### src/rtl/pipe_mon_pkg.sv
// pipe_mon_pkg: shared definitions for the pipeline event monitor.
//   - trace entry kinds
//   - trace entry layout {kind, reg, data, pc}, MSB first, and its width
//   - saturating increment helper (operands up to 64 bits wide)
package pipe_mon_pkg;

  localparam logic TRACE_KIND_COMMIT = 1'b0;
  localparam logic TRACE_KIND_STORE  = 1'b1;

  // Packed trace entry: {kind[1], reg[REG_W], data[DATA_W], pc[ADDR_W]}
  function automatic int trace_entry_w(input int reg_w, input int data_w, input int addr_w);
    return 1 + reg_w + data_w + addr_w;
  endfunction

  // Increments the low w bits of v, holding at all-ones instead of wrapping.
  // The caller zero-extends its counter into v and slices the low w bits back out.
  function automatic logic [63:0] sat_inc(input logic [63:0] v, input int unsigned w);
    logic [63:0] mask;
    mask = (w >= 64) ? {64{1'b1}} : ((64'd1 << w) - 64'd1);
    return ((v & mask) == mask) ? v : (v + 64'd1);
  endfunction

endpackage

### src/rtl/trace_fifo.sv
// trace_fifo: synchronous show-ahead FIFO.
//   clk, rst      : clock, synchronous active-high reset
//   push_i, din_i : write request and data (accepted when not full, or full with a pop)
//   pop_i         : read request; effective only while valid_o
//   dout_o        : head entry, zero while empty
//   valid_o       : FIFO not empty
//   full_o        : FIFO holds DEPTH entries
//   level_o       : occupancy, 0..DEPTH
module trace_fifo
  import pipe_mon_pkg::*;
#(
  parameter int W     = 8,
  parameter int DEPTH = 16,
  localparam int AW   = $clog2(DEPTH)
) (
  input  logic          clk,
  input  logic          rst,
  input  logic          push_i,
  input  logic          pop_i,
  input  logic [W-1:0]  din_i,
  output logic [W-1:0]  dout_o,
  output logic          valid_o,
  output logic          full_o,
  output logic [AW:0]   level_o
);

  // Pointers carry one extra MSB so full and empty are distinguishable
  // when the low bits coincide.
  logic [AW:0]  wr_q, wr_d, rd_q, rd_d;
  logic [W-1:0] mem_q [DEPTH];
  logic         empty, pop, do_push;

  assign empty   = (wr_q == rd_q);
  assign full_o  = (wr_q[AW] != rd_q[AW]) && (wr_q[AW-1:0] == rd_q[AW-1:0]);
  assign pop     = pop_i & ~empty;
  // When full, the slot being written is the one being popped this edge.
  assign do_push = push_i & (~full_o | pop);

  always_comb begin
    wr_d = wr_q;
    rd_d = rd_q;
    if (do_push) wr_d = wr_q + 1'b1;
    if (pop)     rd_d = rd_q + 1'b1;
  end

  always_ff @(posedge clk) begin
    if (rst) begin
      wr_q <= '0;
      rd_q <= '0;
    end else begin
      wr_q <= wr_d;
      rd_q <= rd_d;
    end
  end

  always_ff @(posedge clk) begin
    if (!rst && do_push) mem_q[wr_q[AW-1:0]] <= din_i;
  end

  assign valid_o = ~empty;
  assign level_o = wr_q - rd_q;
  // Storage is not reset; gate the head so it reads zero while empty.
  assign dout_o  = empty ? '0 : mem_q[rd_q[AW-1:0]];

endmodule

### src/rtl/pipeline_event_monitor.sv
// pipeline_event_monitor: saturating event counters plus a commit/store trace FIFO.
//   Clk, Reset, Enable, ClearCounters : control (Reset synchronous active-high)
//   Stall, BranchTaken, Jump          : hazard/ID event taps
//   WB_* / MEM_*                      : commit and store taps
//   *Count                            : saturating counters, CNT_W bits (CNT_W <= 64)
//   Trace*                            : show-ahead trace read port with valid/ready
//   TraceLevel, TraceDropCount        : occupancy and entries lost to a full FIFO
module pipeline_event_monitor
  import pipe_mon_pkg::*;
#(
  parameter int CNT_W       = 32,
  parameter int TRACE_DEPTH = 16,
  parameter int ADDR_W      = 32,
  parameter int DATA_W      = 32,
  parameter int REG_W       = 5
) (
  input  logic                         Clk,
  input  logic                         Reset,
  input  logic                         Enable,
  input  logic                         ClearCounters,
  input  logic                         Stall,
  input  logic                         BranchTaken,
  input  logic                         Jump,
  input  logic                         WB_RegWrite,
  input  logic [REG_W-1:0]             WB_WriteRegister,
  input  logic [DATA_W-1:0]            WB_WriteData,
  input  logic [ADDR_W-1:0]            WB_PC,
  input  logic                         MEM_MemWrite,
  input  logic [ADDR_W-1:0]            MEM_PC,
  output logic [CNT_W-1:0]             CycleCount,
  output logic [CNT_W-1:0]             StallCount,
  output logic [CNT_W-1:0]             BranchCount,
  output logic [CNT_W-1:0]             JumpCount,
  output logic [CNT_W-1:0]             CommitCount,
  output logic [CNT_W-1:0]             StoreCount,
  output logic                         TraceValid,
  input  logic                         TraceReady,
  output logic                         TraceKind,
  output logic [REG_W-1:0]             TraceReg,
  output logic [DATA_W-1:0]            TraceData,
  output logic [ADDR_W-1:0]            TracePC,
  output logic [$clog2(TRACE_DEPTH):0] TraceLevel,
  output logic [CNT_W-1:0]             TraceDropCount
);

  localparam int EW   = trace_entry_w(REG_W, DATA_W, ADDR_W);
  localparam int NCNT = 7;
  // Counter slots
  localparam int C_CYC = 0, C_STL = 1, C_BR = 2, C_JMP = 3, C_CMT = 4, C_ST = 5, C_DROP = 6;

  logic [EW-1:0]   push_ent, head;
  logic            push_req, fifo_full, pop, drop;
  logic [NCNT-1:0] ev;
  logic [NCNT-1:0][CNT_W-1:0] cnt_q, cnt_d;

  // Commit wins the single trace slot; a simultaneous store is still counted.
  assign push_req = Enable & (WB_RegWrite | MEM_MemWrite);
  assign push_ent = WB_RegWrite
                  ? {TRACE_KIND_COMMIT, WB_WriteRegister, WB_WriteData, WB_PC}
                  : {TRACE_KIND_STORE, {REG_W{1'b0}}, {DATA_W{1'b0}}, MEM_PC};
  assign pop      = TraceValid & TraceReady;
  assign drop     = push_req & fifo_full & ~pop;

  trace_fifo #(.W(EW), .DEPTH(TRACE_DEPTH)) u_fifo (
    .clk    (Clk),
    .rst    (Reset),
    .push_i (push_req),
    .pop_i  (TraceReady),
    .din_i  (push_ent),
    .dout_o (head),
    .valid_o(TraceValid),
    .full_o (fifo_full),
    .level_o(TraceLevel)
  );

  assign {TraceKind, TraceReg, TraceData, TracePC} = head;

  always_comb begin
    ev         = '0;
    ev[C_CYC]  = Enable;
    ev[C_STL]  = Enable & Stall;
    ev[C_BR]   = Enable & BranchTaken;
    ev[C_JMP]  = Enable & Jump;
    ev[C_CMT]  = Enable & WB_RegWrite;
    ev[C_ST]   = Enable & MEM_MemWrite;
    ev[C_DROP] = drop;
  end

  always_comb begin
    logic [63:0] inc;
    cnt_d = cnt_q;
    inc   = '0;
    for (int i = 0; i < NCNT; i++) begin
      inc = sat_inc(64'(cnt_q[i]), CNT_W);
      if (ClearCounters) cnt_d[i] = '0;
      else if (ev[i])    cnt_d[i] = inc[CNT_W-1:0];
    end
  end

  always_ff @(posedge Clk) begin
    if (Reset) cnt_q <= '0;
    else       cnt_q <= cnt_d;
  end

  assign CycleCount     = cnt_q[C_CYC];
  assign StallCount     = cnt_q[C_STL];
  assign BranchCount    = cnt_q[C_BR];
  assign JumpCount      = cnt_q[C_JMP];
  assign CommitCount    = cnt_q[C_CMT];
  assign StoreCount     = cnt_q[C_ST];
  assign TraceDropCount = cnt_q[C_DROP];

endmodule

### config.mk
export PLATFORM = sky130hd
export DESIGN_NAME = pipeline_event_monitor
export DESIGN_NICKNAME = d
export VERILOG_FILES = /design/src/rtl/pipe_mon_pkg.sv /design/src/rtl/trace_fifo.sv /design/src/rtl/pipeline_event_monitor.sv
export SDC_FILE = /design/constraint.sdc
export NUM_CORES = 1
export LEC_CHECK = 0
export ABC_AREA = 1
export CAP_MARGIN = 5
export CELL_PAD_IN_SITES_DETAIL_PLACEMENT = 1
export CELL_PAD_IN_SITES_GLOBAL_PLACEMENT = 1
export CORE_UTILIZATION = 45
export CTS_CLUSTER_SIZE = 25
export DETAILED_ROUTE_END_ITERATION = 8
export PLACE_DENSITY_LB_ADDON = 0.1
export RECOVER_POWER = 100
export SKIP_LAST_GASP = 1
export SLEW_MARGIN = 20
export SYNTH_ARGS = -nofsm -noshare
export SYNTH_HDL_FRONTEND = slang
export SYNTH_SLANG_ARGS = --single-unit
### constraint.sdc
create_clock -name Clk -period 14.5 [get_ports Clk]
set_input_delay 3.625 -clock Clk [delete_from_list [all_inputs] [get_ports Clk]]
set_output_delay 3.625 -clock Clk [all_outputs]
set_load 0.01 [all_outputs]
Word level (Yosys, flattened, before mapping)
Memories as Yosys holds them, arrays and structs flattened. A register that Yosys moved wholly into a read port is not among the register bits.
Index checks and enable logic that the tools add are counted.
- output and inout bits: 300
- bits of input ports: 111
- memories kept: 1
- memory bits (read-only): 0
- latch bits: 0
- memory bits (writable): 1120
- logic and storage cells: 69
- register bits: 234
- memory list (memory ; words ; bits a word ; read ports ; clocked after memory_dff ; write ports ; line ; RTL):
    u_fifo.mem_q ; 16 ; 70 ; 1 ; 1 ; 1 ; trace_fifo.sv:30 ; logic [W-1:0] mem_q [DEPTH];
- $mul: 0
- $add $sub $neg: 10
- shift-type cells: 0
- magnitude comparators: 0
- equality and inequality tests: 10
- reductions and logical operators: 11
- bitwise gates (word level): 22
- muxes and demuxes: 6
- divide/modulo/power cells: 0
- operators by type and width (kind ; number):
    adder 32 x 1 -> 32 bit, second input constant ; 7
    == test 32 bit, second input constant ; 7
    2-to-1 mux 70 bit ; 2
    AND reduction 2 bit ; 7
    adder 5 x 1 -> 5 bit, second input constant ; 2
    AND 1 bit ; 10
    NOT 1 bit ; 10
    2-to-1 mux 4 bit ; 2
    == test 5 bit ; 1
    subtractor 5 bit ; 1
    == test 4 bit ; 1
    logical AND 1 bit ; 2
    2-to-1 mux 1 bit ; 2
    OR 1 bit ; 2
    OR reduction 2 bit ; 1
    zero test 1 bit ; 1
    != test 1 bit ; 1

Logic depth before layout (Yosys ltp)
- depth after elaboration: 8
- gate-level depth with buffers: 11
- gate-level depth less buffers: 11

By module
A second synthesis with hierarchy kept.
- cells, all modules: 6946
- area, all modules: 61813.0 um^2
- modules (own cells, without submodules) (module ; area each (um^2) ; times used ; seq. area each (um^2) ; cells each):
    trace_fifo ; 48006.0 ; 1 ; 33912.5 ; 4511
    pipeline_event_monitor ; 13807.0 ; 1 ; 4484.3 ; 2435

Least setup slack after synthesis
Ideal clock, no wire load.
- path type: input to register
- from: in Enable
- to: mem u_fifo.mem_q[3][0] (netlist name), enable pin
- stages: 7
- slack: 4.672 ns
- buffers on the path: 1
- setup time: 0.584 ns
- arrival time: 9.244 ns
- required time: 13.916 ns
- path through: buf_4 nand2_2 nand2_1 nand2_1 nor2_1 inv_1 nor3_1
- longest elaborated chain between the ends: 5
- ends and longest elaborated chain (element ; line ; RTL):
    from (decl) ; pipeline_event_monitor.sv:19 ; input logic Enable,
    AND 1 bit ; pipeline_event_monitor.sv:57 ; assign push_req = Enable & (WB_RegWrite | MEM_MemWrite);
    AND 1 bit ; trace_fifo.sv:37 ; assign do_push = push_i & (~full_o | pop);
    logical AND 1 bit ; trace_fifo.sv:57 ; if (!rst && do_push) mem_q[wr_q[AW-1:0]] <= din_i;
    2-to-1 mux 1 bit ; trace_fifo.sv:57 ;
    2-to-1 mux 1 bit (implied by the code) ; trace_fifo.sv:57 ;
    to (decl) ; trace_fifo.sv:30 ;
No other way between the ends.

Final worst setup path
- from: in Enable
- to: mem u_fifo.mem_q[4][4] (netlist name), enable pin
Same word-level chain as after synthesis.

==> flow_summary.toml <==
[final_layout]
n_fill_cell = 14140
drive_gt1_frac = 0.04487
fin_nets = 6276
finalNonFillerCells = 8004
final_util = 0.5305
antenna_cells = 0
area_growth_pct = 16.73

[power]
p_sw_mw = 2.522
seqPwrFrac = 0.458
power_switching_share = 0.2686
ir_drop_mv = 0.1248
comb_power_share = 0.136
power_density_nw_per_um2 = 136.5
cellInternalPower_mw = 6.867
clkPwrFrac = 0.406
power.leakage_nw = 23.57

[drt]
wire_per_inst_um = 22.53
firstDrtPassIters = 6
drtAntennaViolNets = 0
wirelength_mm = 180.3
drc = 0
viasPerCell = 5.604
drt-initial-drc-count = 3405
vias = 44850

[cts]
path_clk_slew_ps = 60
clockBufferDepth = 3
cts_htree_levels = 4
numCtsBuffers = 150
clkLatencyLatePin_ps = 800
clockRootBuffer = "clkbuf_16"
clock-sinks = 1358
cts_resized = 0
cts_setup_buffers = 0
cts-hold-fix-buffers = 0
cts_tree = "built"

[sta]
fin_hold_ws_ps = 489.2
rsz0062_at_grt = "false"
period_share = 0.7642
drv_slew = 1276
finalSetupViolations = 0
tightest_slew_ps = 4862
layout_setup_ws_ps = 3419
min_period_ps = 11080
max_freq_mhz = 90.24
fin_tns_setup_ps = 0
max-slew-margin-rel = -2.241
finalClockSkew_ps = 27.63
hold_viol = 0

[status]
violations = "capacitance limit, slew limit"
status = "finished with violations"

[placement]
globalplace.congestion = 0.8613
port_buffers = 410
preCtsSetupSlack_ps = 6509
place_inst = 7738
hpwlAfterDp_mm = 104.5

[synth]
synth_area_leaders = "edfxtp_1 57%, nor2_1 8.8%, dfxtp_1 8.1%, nand2_1 5.2%, o21ai_0 3.5%"
syn_area_per_cell_um2 = 10.09
async_reset_ff_frac = 0
synthXorXnorAreaFrac = 0.003419
synth_area_um2 = 58920
ys_seq_area_frac = 0.6517
synthAdderAreaFrac = 0.003737
synth_edf_count = 1120
ys_seq_elements = 1358
synth_top_area_cell = "edfxtp_1"
synth_top_family_by_area = "simple AND/OR/NAND/NOR gates"
ys_top_cells_by_count = "1380 x nor2_1, 1120 x edfxtp_1, 811 x nand2_1"
synth_nets = 5967
yosys.area_share.simple = 0.1874
yosysWarnings = 0
synthMuxAreaShare = 0
synth_compound_area_frac = 0.1081
ys_types = 38
netlist.area_leader.share = 0.5708
synthCells = 5839
synth_most_common_cell = "nor2_1"
synth_ff_type = "edfxtp_1"

[floorplanning]
die_height_um = 363.9
rows = 132
core_um2 = 129600
ios = 411
die_x_um = 363.9
floorplan.die_area_um2 = 132400
initial_core_util = 0.4545

[global_routing]
grt-busiest-layer = "met2"
antenna_found_initial = 7
gr-total-overflow = 0
grt_max_degree = 234
grtUsageMet3 = 0.04339
grt_pass1_wl_mm = 273.4
grtUsageMet2 = 0.4598
globalRouteMet1Util = 0.3522
grt_usage = 0.2694
grt_pass1_vias = 45360

[critical_path]
cp_common_cell = "nand2_1"
critPathRequiredTime_ps = 14820
critical-path-max-stage-delay_ps = 2230
crit_fanout = 35
crit_slowest_cell = "clkbuf_1"
critical_path_class = "primary input to flop"
worstPathCellList = "dlygate4sd3_1, clkbuf_1, nand2_1, nand2_1, nand2_1, nor2_1, nand2_1, nor2_1, clkbuf_1, clkbuf_1"
crit_arrival_ps = 11400
cp-start-kind = "primary input"
cp-end-kind = "flop"

[run]
maxCapViolations = 36

[worst_hold_path]
hold_path.class = "flop to flop"
[worst max-delay path, delay by kind of cell]
family | cells | cell delay [ps]
buffers and inverters | 4 | 4960
and+or+nand+nor | 6 | 2740
[worst paths after layout]
kind | from | end | slack, ps | cells after the start
max | Enable | u_fifo.mem_q[4][4]$_DFFE_PP_ | 3420 | 10
min | u_fifo.rd_q[4]$_SDFFE_PP0N_ | u_fifo.rd_q[4]$_SDFFE_PP0N_ | 490 | 2
max reg2reg | u_fifo.wr_q[2]$_SDFFE_PP0P_ | u_fifo.mem_q[4][4]$_DFFE_PP_ | 7310 | 10
min reg2reg | u_fifo.rd_q[4]$_SDFFE_PP0N_ | u_fifo.rd_q[4]$_SDFFE_PP0N_ | 490 | 2
[cells in the final DEF (no fill, tap or decap), drive strengths merged, types with 22 or more instances in the layout]
cell type      synthesis  layout
o211ai               241     241
dfxtp                238     238
nor3                  36      36
clkbuf               132     220
edfxtp              1120    1120
nand2                824     824
nand4                 46      46
nor2                1410    1410
clkdlybuf4s50          0     109
buf                  176      22
inv                  275     282
clkinv                 3      59
a21oi                293     293
o21ai                599     599
nand3                359     359
dlygate4sd3            0     300
[layer usage]
metal / wire, um / vias up
met4: 4527 / 10
met2: 88740 / 1191
li1: - / 20850
met1: 77450 / 22530
met5: 69 / -
met3: 9514 / 279
[cells by family after synthesis]
family,Yosys count
buffers and inverters,586
and+or+nand+nor,2707
DFF,1358
adders and majority gates,17
AOI/OAI and AO/OA,1148
xor gates and xnor gates,23
[sequential cells by signal, indices dropped and copies added (netlist names), named ones only]
name            cells
CycleCount         32
u_fifo.rd_q         5
u_fifo.wr_q         5
u_fifo.mem_q     1120
TraceDropCount     32
CommitCount        32
StallCount         32
BranchCount        32
StoreCount         32
JumpCount          32
[stage by stage]
step	power [mW]	cell area (um2)
final	9.389	68780
after global routing	9.716	68780
after CTS	9.506	69040
after detailed placement	5.689	64160
after global placement	5.653	64160
after floorplan	5.166	58920
[power groups by stage]
stage / Combinational, mW / Sequential, mW / Clock [mW]
after detailed placement: 1.31 / 4.38 / 0
after floorplan: 0.815 / 4.35 / 0
after global routing: 1.40 / 4.30 / 4.01
final: 1.28 / 4.30 / 3.81
after CTS: 1.33 / 4.30 / 3.88
after global placement: 1.28 / 4.38 / 0
[final cells by class]
type	count	area (um2)	share of cell area
repair buffers	465	4412	0.06415
clock buffers	186	4024	0.05851
inverters	278	1070	0.01555
clock inverters	80	848.3	0.01233
multi-input cells	3895	17830	0.2593
flip-flops and latches	1358	38410	0.5585
well taps	1742	2180	0.03169
No activity file was read; power rests on OpenSTA's default activity.
